==> src/rtl/seq_detect_if.sv <==
// seq_detect_if: config/stream/result bundle for seq_detect_fsm; cfg_mask present only with SEQDET_MASK_EN
interface seq_detect_if #(
  parameter int N = 8,
  parameter int CNT_W = 8
);
  localparam int LEN_W = $clog2(N + 1);
  logic cfg_load;
  logic [N-1:0] cfg_pattern;
  logic [LEN_W-1:0] cfg_len;
  logic cfg_overlap;
`ifdef SEQDET_MASK_EN
  logic [N-1:0] cfg_mask;
`endif
  logic clear;
  logic w_valid;
  logic w;
  logic z;
  logic armed;
  logic [CNT_W-1:0] match_cnt;
  modport master (
    output cfg_load, cfg_pattern, cfg_len, cfg_overlap,
`ifdef SEQDET_MASK_EN
    output cfg_mask,
`endif
    output clear, w_valid, w,
    input z, armed, match_cnt
  );
  modport slave (
    input cfg_load, cfg_pattern, cfg_len, cfg_overlap,
`ifdef SEQDET_MASK_EN
    input cfg_mask,
`endif
    input clear, w_valid, w,
    output z, armed, match_cnt
  );
endinterface

==> src/rtl/seq_detect_fsm.sv <==
// seq_detect_fsm: programmable serial pattern detector with saturating match count; SEQDET_MASK_EN adds a don't-care mask
module seq_detect_fsm #(
  parameter int N = 8,
  parameter int CNT_W = 8
) (
  input logic clk,
  input logic reset,
  seq_detect_if.slave bus
);
  localparam int LEN_W = $clog2(N + 1);
  typedef enum logic {IDLE, RUN} state_t;
  state_t state_q, state_d;
  logic [N-1:0] hist_q, hist_d, pat_q, pat_d, new_hist, care;
  logic [LEN_W-1:0] len_q, len_d, fill_q, fill_d;
  logic [LEN_W:0] fill_inc;
  logic [CNT_W-1:0] cnt_q, cnt_d;
  logic ovl_q, ovl_d, z_q, z_d, cfg_ok, sample, hit;
`ifdef SEQDET_MASK_EN
  logic [N-1:0] mask_q, mask_d;
  assign care = ~({N{1'b1}} << len_q) & ~mask_q;
`else
  assign care = ~({N{1'b1}} << len_q);
`endif
  assign cfg_ok = bus.cfg_load && bus.cfg_len != '0 && bus.cfg_len <= LEN_W'(N);
  assign sample = state_q == RUN && bus.w_valid && !bus.cfg_load && !bus.clear;
  assign new_hist = {hist_q[N-2:0], bus.w};
  assign fill_inc = {1'b0, fill_q} + (LEN_W+1)'(1);
  assign hit = fill_inc >= {1'b0, len_q} && ((new_hist ^ pat_q) & care) == '0;
  // State and datapath registers
  always_ff @(posedge clk) begin
    if (reset) begin
      state_q <= IDLE;
      hist_q <= '0;
      pat_q <= '0;
      len_q <= '0;
      fill_q <= '0;
      ovl_q <= 1'b0;
      z_q <= 1'b0;
      cnt_q <= '0;
`ifdef SEQDET_MASK_EN
      mask_q <= '0;
`endif
    end else begin
      state_q <= state_d;
      hist_q <= hist_d;
      pat_q <= pat_d;
      len_q <= len_d;
      fill_q <= fill_d;
      ovl_q <= ovl_d;
      z_q <= z_d;
      cnt_q <= cnt_d;
`ifdef SEQDET_MASK_EN
      mask_q <= mask_d;
`endif
    end
  end
  // Any load picks the state: good length arms, bad length drops to IDLE
  always_comb state_d = bus.cfg_load ? (cfg_ok ? RUN : IDLE) : state_q;
  // Next values: load > clear > sampling; non-overlap restarts the fill on a hit
  always_comb begin
    z_d = sample && hit;
    cnt_d = bus.cfg_load ? cnt_q : bus.clear ? '0 : (z_d && cnt_q != '1) ? cnt_q + CNT_W'(1) : cnt_q;
    hist_d = cfg_ok ? '0 : sample ? new_hist : hist_q;
    fill_d = cfg_ok ? '0 : bus.cfg_load ? fill_q : bus.clear ? '0 : !sample ? fill_q :
             (z_d && !ovl_q) ? '0 : fill_inc > (LEN_W+1)'(N) ? LEN_W'(N) : fill_inc[LEN_W-1:0];
    pat_d = cfg_ok ? bus.cfg_pattern : pat_q;
    len_d = cfg_ok ? bus.cfg_len : len_q;
    ovl_d = cfg_ok ? bus.cfg_overlap : ovl_q;
`ifdef SEQDET_MASK_EN
    mask_d = cfg_ok ? bus.cfg_mask : mask_q;
`endif
  end
  assign bus.z = z_q;
  assign bus.armed = state_q == RUN;
  assign bus.match_cnt = cnt_q;
endmodule

==> src/flat_wrapper.sv <==
// flat-port wrapper written by rule: the top's interface ports become plain ports
module seq_detect_fsm_flat 
#(
  parameter int N = 8,
  parameter int CNT_W = 8
)
  (clk, reset, bus_cfg_load, bus_cfg_pattern, bus_cfg_len, bus_cfg_overlap, bus_clear, bus_w_valid, bus_w, bus_z, bus_armed, bus_match_cnt);
  seq_detect_if #(.N(N), .CNT_W(CNT_W)) bus_i ();
  input logic clk;
  input logic reset;
  input wire logic [$bits(bus_i.cfg_load)-1:0] bus_cfg_load;
  input wire logic [$bits(bus_i.cfg_pattern)-1:0] bus_cfg_pattern;
  input wire logic [$bits(bus_i.cfg_len)-1:0] bus_cfg_len;
  input wire logic [$bits(bus_i.cfg_overlap)-1:0] bus_cfg_overlap;
  input wire logic [$bits(bus_i.clear)-1:0] bus_clear;
  input wire logic [$bits(bus_i.w_valid)-1:0] bus_w_valid;
  input wire logic [$bits(bus_i.w)-1:0] bus_w;
  output wire logic [$bits(bus_i.z)-1:0] bus_z;
  output wire logic [$bits(bus_i.armed)-1:0] bus_armed;
  output wire logic [$bits(bus_i.match_cnt)-1:0] bus_match_cnt;
  assign bus_i.cfg_load = bus_cfg_load;
  assign bus_i.cfg_pattern = bus_cfg_pattern;
  assign bus_i.cfg_len = bus_cfg_len;
  assign bus_i.cfg_overlap = bus_cfg_overlap;
  assign bus_i.clear = bus_clear;
  assign bus_i.w_valid = bus_w_valid;
  assign bus_i.w = bus_w;
  assign bus_z = bus_i.z;
  assign bus_armed = bus_i.armed;
  assign bus_match_cnt = bus_i.match_cnt;
  seq_detect_fsm #(.N(N), .CNT_W(CNT_W)) u_core (.clk(clk), .reset(reset), .bus(bus_i));
endmodule
==> config.mk <==
export PLATFORM = sky130hd
export DESIGN_NAME = seq_detect_fsm_flat
export DESIGN_NICKNAME = d
export VERILOG_FILES = /design/src/rtl/seq_detect_if.sv /design/src/rtl/seq_detect_fsm.sv /design/src/flat_wrapper.sv
export SDC_FILE = /design/constraint.sdc
export NUM_CORES = 1
export LEC_CHECK = 0
export CAP_MARGIN = 25
export CORE_MARGIN = 2
export CORE_UTILIZATION = 43
export CTS_CLUSTER_DIAMETER = 50
export DETAILED_ROUTE_END_ITERATION = 7
export PLACE_DENSITY = 0.69
export SLEW_MARGIN = 20
export SYNTH_ARGS = -nofsm -noshare
export SYNTH_HDL_FRONTEND = slang
export SYNTH_SLANG_ARGS = --single-unit
export TNS_END_PERCENT = 1
==> constraint.sdc <==
create_clock -name clk -period 2.4 [get_ports clk]
set_clock_uncertainty 0.05 [all_clocks]
set_input_delay 0.24 -clock clk [delete_from_list [all_inputs] [get_ports clk]]
set_output_delay 0.24 -clock clk [all_outputs]
set_load 0.01 [all_outputs]
==> summary.txt <==
Clock tree
  • CTS Hold Buffers Added: 0
  • Clock Latency Late Sink: just under 300 ps
  • CTS tree: done
  • CTS max path bufs: 2
  • Clk pin slew, worst setup/hold paths: about 60 ps
  • Root Buffer: clkbuf_8
  • Total number of clock tree sinks: 34
  • CTS buffer count: 5
  • H-tree Lvls: 2

Outcome
  • Result of the run: finished clean

Setup path
  • Setup CP Type: flip-flop to flip-flop
  • Largest fanout on the critical path: 7
  • Crit. End Element: flip-flop
  • Worst path arrival time: around 2400 ps
  • CP Data Required Time: 2510 ps
  • Setup crit start kind: flip-flop

Global route
  • Largest net degree at the start of global routing: 15
  • Congestion Overflow GR: 0
  • Vias in the first global route: 1662
  • Initial antenna violation count: 0
  • All-Layer GR Usage: 0.193
  • Global-route wire length before repair: 7530 µm

Route
  • Detail Route Antenna Nets: 0
  • Via count: about 1700
  • Wirelength per Cell: 14.1 µm
  • DRT Wirelength: about 4400 µm
  • Vias per inst: around 5.6
  • Drt first-iter violations: between 100 and 150
  • DRC viols: 0
  • DR pass1 iterations: 4

STA
  • Top achievable clock speed: approximately 440 MHz
  • Worst-Margin Slew: between 400 and 500 ps
  • Final setup vio count: 0
  • Final min period: roughly 2300 ps
  • Slew Viols, Final: 0
  • Final hold vios: 0
  • Final worst path period share: 0.956
  • Max_slew headroom: 0.670
  • Fin worst setup slack: ~100 ps
  • Setup TNS: 0 ps
  • RSZ-0062 raised after global routing: false

Synth
  • Syn Nets: 245
  • Number of synthesized flops with an enable pin: 0
  • Synth warn: 0
  • Synth Cell Area: 1830 µm²
  • Synth Register Bits: 34
  • Synth top area cells: dfxtp_1 37%, mux2i_1 6.6%, nand2_1 5.8%
  • Sequential-to-total area share from yosys stat: 0.373
  • Unique masters post-synth: 45
  • Top-area cell type share of the netlist area: 0.373
  • Fraction of registers with async set/reset: 0
  • Yosys top cell by area: dfxtp_1
  • Most used flip-flop cell after synthesis: dfxtp_1
  • Synth Instances: 219
  • Syn Area/Cell: 8.34 µm²

Die
  • Core ar.: around 4100 µm²
  • Initial core utilization: 0.450
  • Core Rows: 23
  • Ports: 29
  • Die H: between 60 and 70 µm
  • Die area: approximately 4800 µm²
  • Die W: ~69 µm

Pwr
  • P per Cell Area: 533 nW/µm²
  • Peak VDD IR: approximately 0.37 mV
  • LEAKAGE: ~0.0010 µW

Placed design
  • Post-DP HPWL: approximately 3300 µm
  • Port buffer count: 28
  • Gpl congestion: roughly 0.85
  • Post-place setup slack: between 3 and 4 ps

Flow run
  • Max Cap Violations: 0

Finish
  • Layout filler cell count: 373
  • N_diodes: 0
  • Syn-to-layout area delta: 31.0%
  • Share of cells above drive strength 1: 0.149
  • Nets: 288

Worst hold path
  • Min-Delay Path Class: flip-flop to flip-flop
==> cells in the mapped netlist, types with 2 or more instances <==
cell type and instances:
a21oi_1 17, a22o_1 2, a31o_2 2, a31oi_1 2, a41oi_1 2, and3_1 3
buf_2 4, clkbuf_1 6, dfxtp_1 34, ha_1 7, inv_1 4, mux2i_1 12
nand2_1 28, nand2b_1 4, nand3_1 10, nand4_1 3, nor2_1 21, nor2b_1 2
nor3_1 7, nor4_1 3, o211ai_1 3, o21a_1 2, o21ai_0 6, o311ai_0 2
or3_1 4, xnor2_1 3, xor2_1 8
==> area by class of cell <==
cell class / instances / area (µm²) / area share
clock inverter: 1 / 30.0 / 0.0126
timing repair buffer: 47 / 423 / 0.177
multi-input combinational: 170 / 1090 / 0.457
sequential: 34 / 687 / 0.287
clock buffer: 6 / 82.6 / 0.0345
inverter: 4 / 15.0 / 0.00628
tap: 50 / 62.6 / 0.0262
==> layer usage <==
metal | track usage | wire (µm) | share of wire
met4 | 0.0675 | 63 | 0.014
met1 | 0.253 | 2000 | 0.46
met2 | 0.304 | 2100 | 0.48
met3 | 0.0538 | 217 | 0.049
met5 | 0 | 0 | 0
==> per-stage QoR <==
step	area (µm²)	hold slack [ps]	util	power [µW]	std cells
CTS	2380	425	0.586	1290	312
detailed placement	2260	415	0.558	757	305
finish	2390	419	0.590	1280	312
global route	2390	455	0.590	1340	312
global placement	2260	405	0.558	756	305
floorplan	1830	326	-	684	219
==> logic make-up (layout without fill, tap and decap cells) <==
group           after synthesis  in the layout  share of synthesized area
compound gates               50             50                      0.188
xor+xnor                     11             11                     0.0527
fa+ha+maj                     7              7                     0.0479
buf+inv                      15             58                     0.0377
flops                        34             34                      0.373
mux                          12             12                     0.0658
simple gates                 90             90                      0.235
==> path summary, 6_finish.rpt <==
check / start / endpoint / slack [ps] / depth (start not counted)
setup / recovery: u_core.fill_q[0]$_SDFFE_PP0P_ / u_core.bus.match_cnt[6]$_SDFFE_PP0P_ / 100 / 8
hold / removal: u_core.hist_q[6]$_SDFFE_PP0P_ / u_core.hist_q[6]$_SDFFE_PP0P_ / 420 / 2
setup reg to reg: u_core.fill_q[0]$_SDFFE_PP0P_ / u_core.bus.match_cnt[6]$_SDFFE_PP0P_ / 100 / 8
hold reg to reg: u_core.hist_q[6]$_SDFFE_PP0P_ / u_core.hist_q[6]$_SDFFE_PP0P_ / 420 / 2
==> where the power goes <==
part	switching (µW)	internal, µW
sequential	14.3	577
clock	200	332
combinational	72.2	80.2
total	286	989
==> layout by cell type (no fill, tap or decap), drive strengths merged, types with 4 or more instances in the layout <==
cell           synthesis  layout
or3                    4       4
ha                     7       7
nand2                 28      28
buf                    5      19
nand3                 10      10
nor3                   7       7
nand2b                 4       4
inv                    4       4
nor2                  21      21
clkbuf                 6       6
dfxtp                 34      34
a21oi                 18      18
xor2                   8       8
o21ai                  7       7
clkdlybuf4s50          0      28
mux2i                 12      12
==> flip-flops by register name (all words and copies together), names as in the netlist <==
signal and cells:
u_core.bus.z 1, u_core.len_q 4, u_core.ovl_q 1, u_core.pat_q 8, u_core.fill_q 4, u_core.bus.match_cnt 8, u_core.hist_q 7, u_core.bus.armed 1
==> critical path, cell delays in order (launching register included) <==
cell	delay, ps
dfxtp_4	370
ha_2	190
xor2_1	160
ha_1	270
o21ai_0	80
o21a_1	190
or3_4	410
o311ai_1	330
o41ai_2	120
==> repair_timing <==
item                                    4_1_cts  5_1_grt
gates resized for setup                       1        5
pin swaps                                     0        2
buffers inserted                              0        0
endpoints found under the setup margin        1        2
Note: power is estimated with default switching activity, not from simulation.
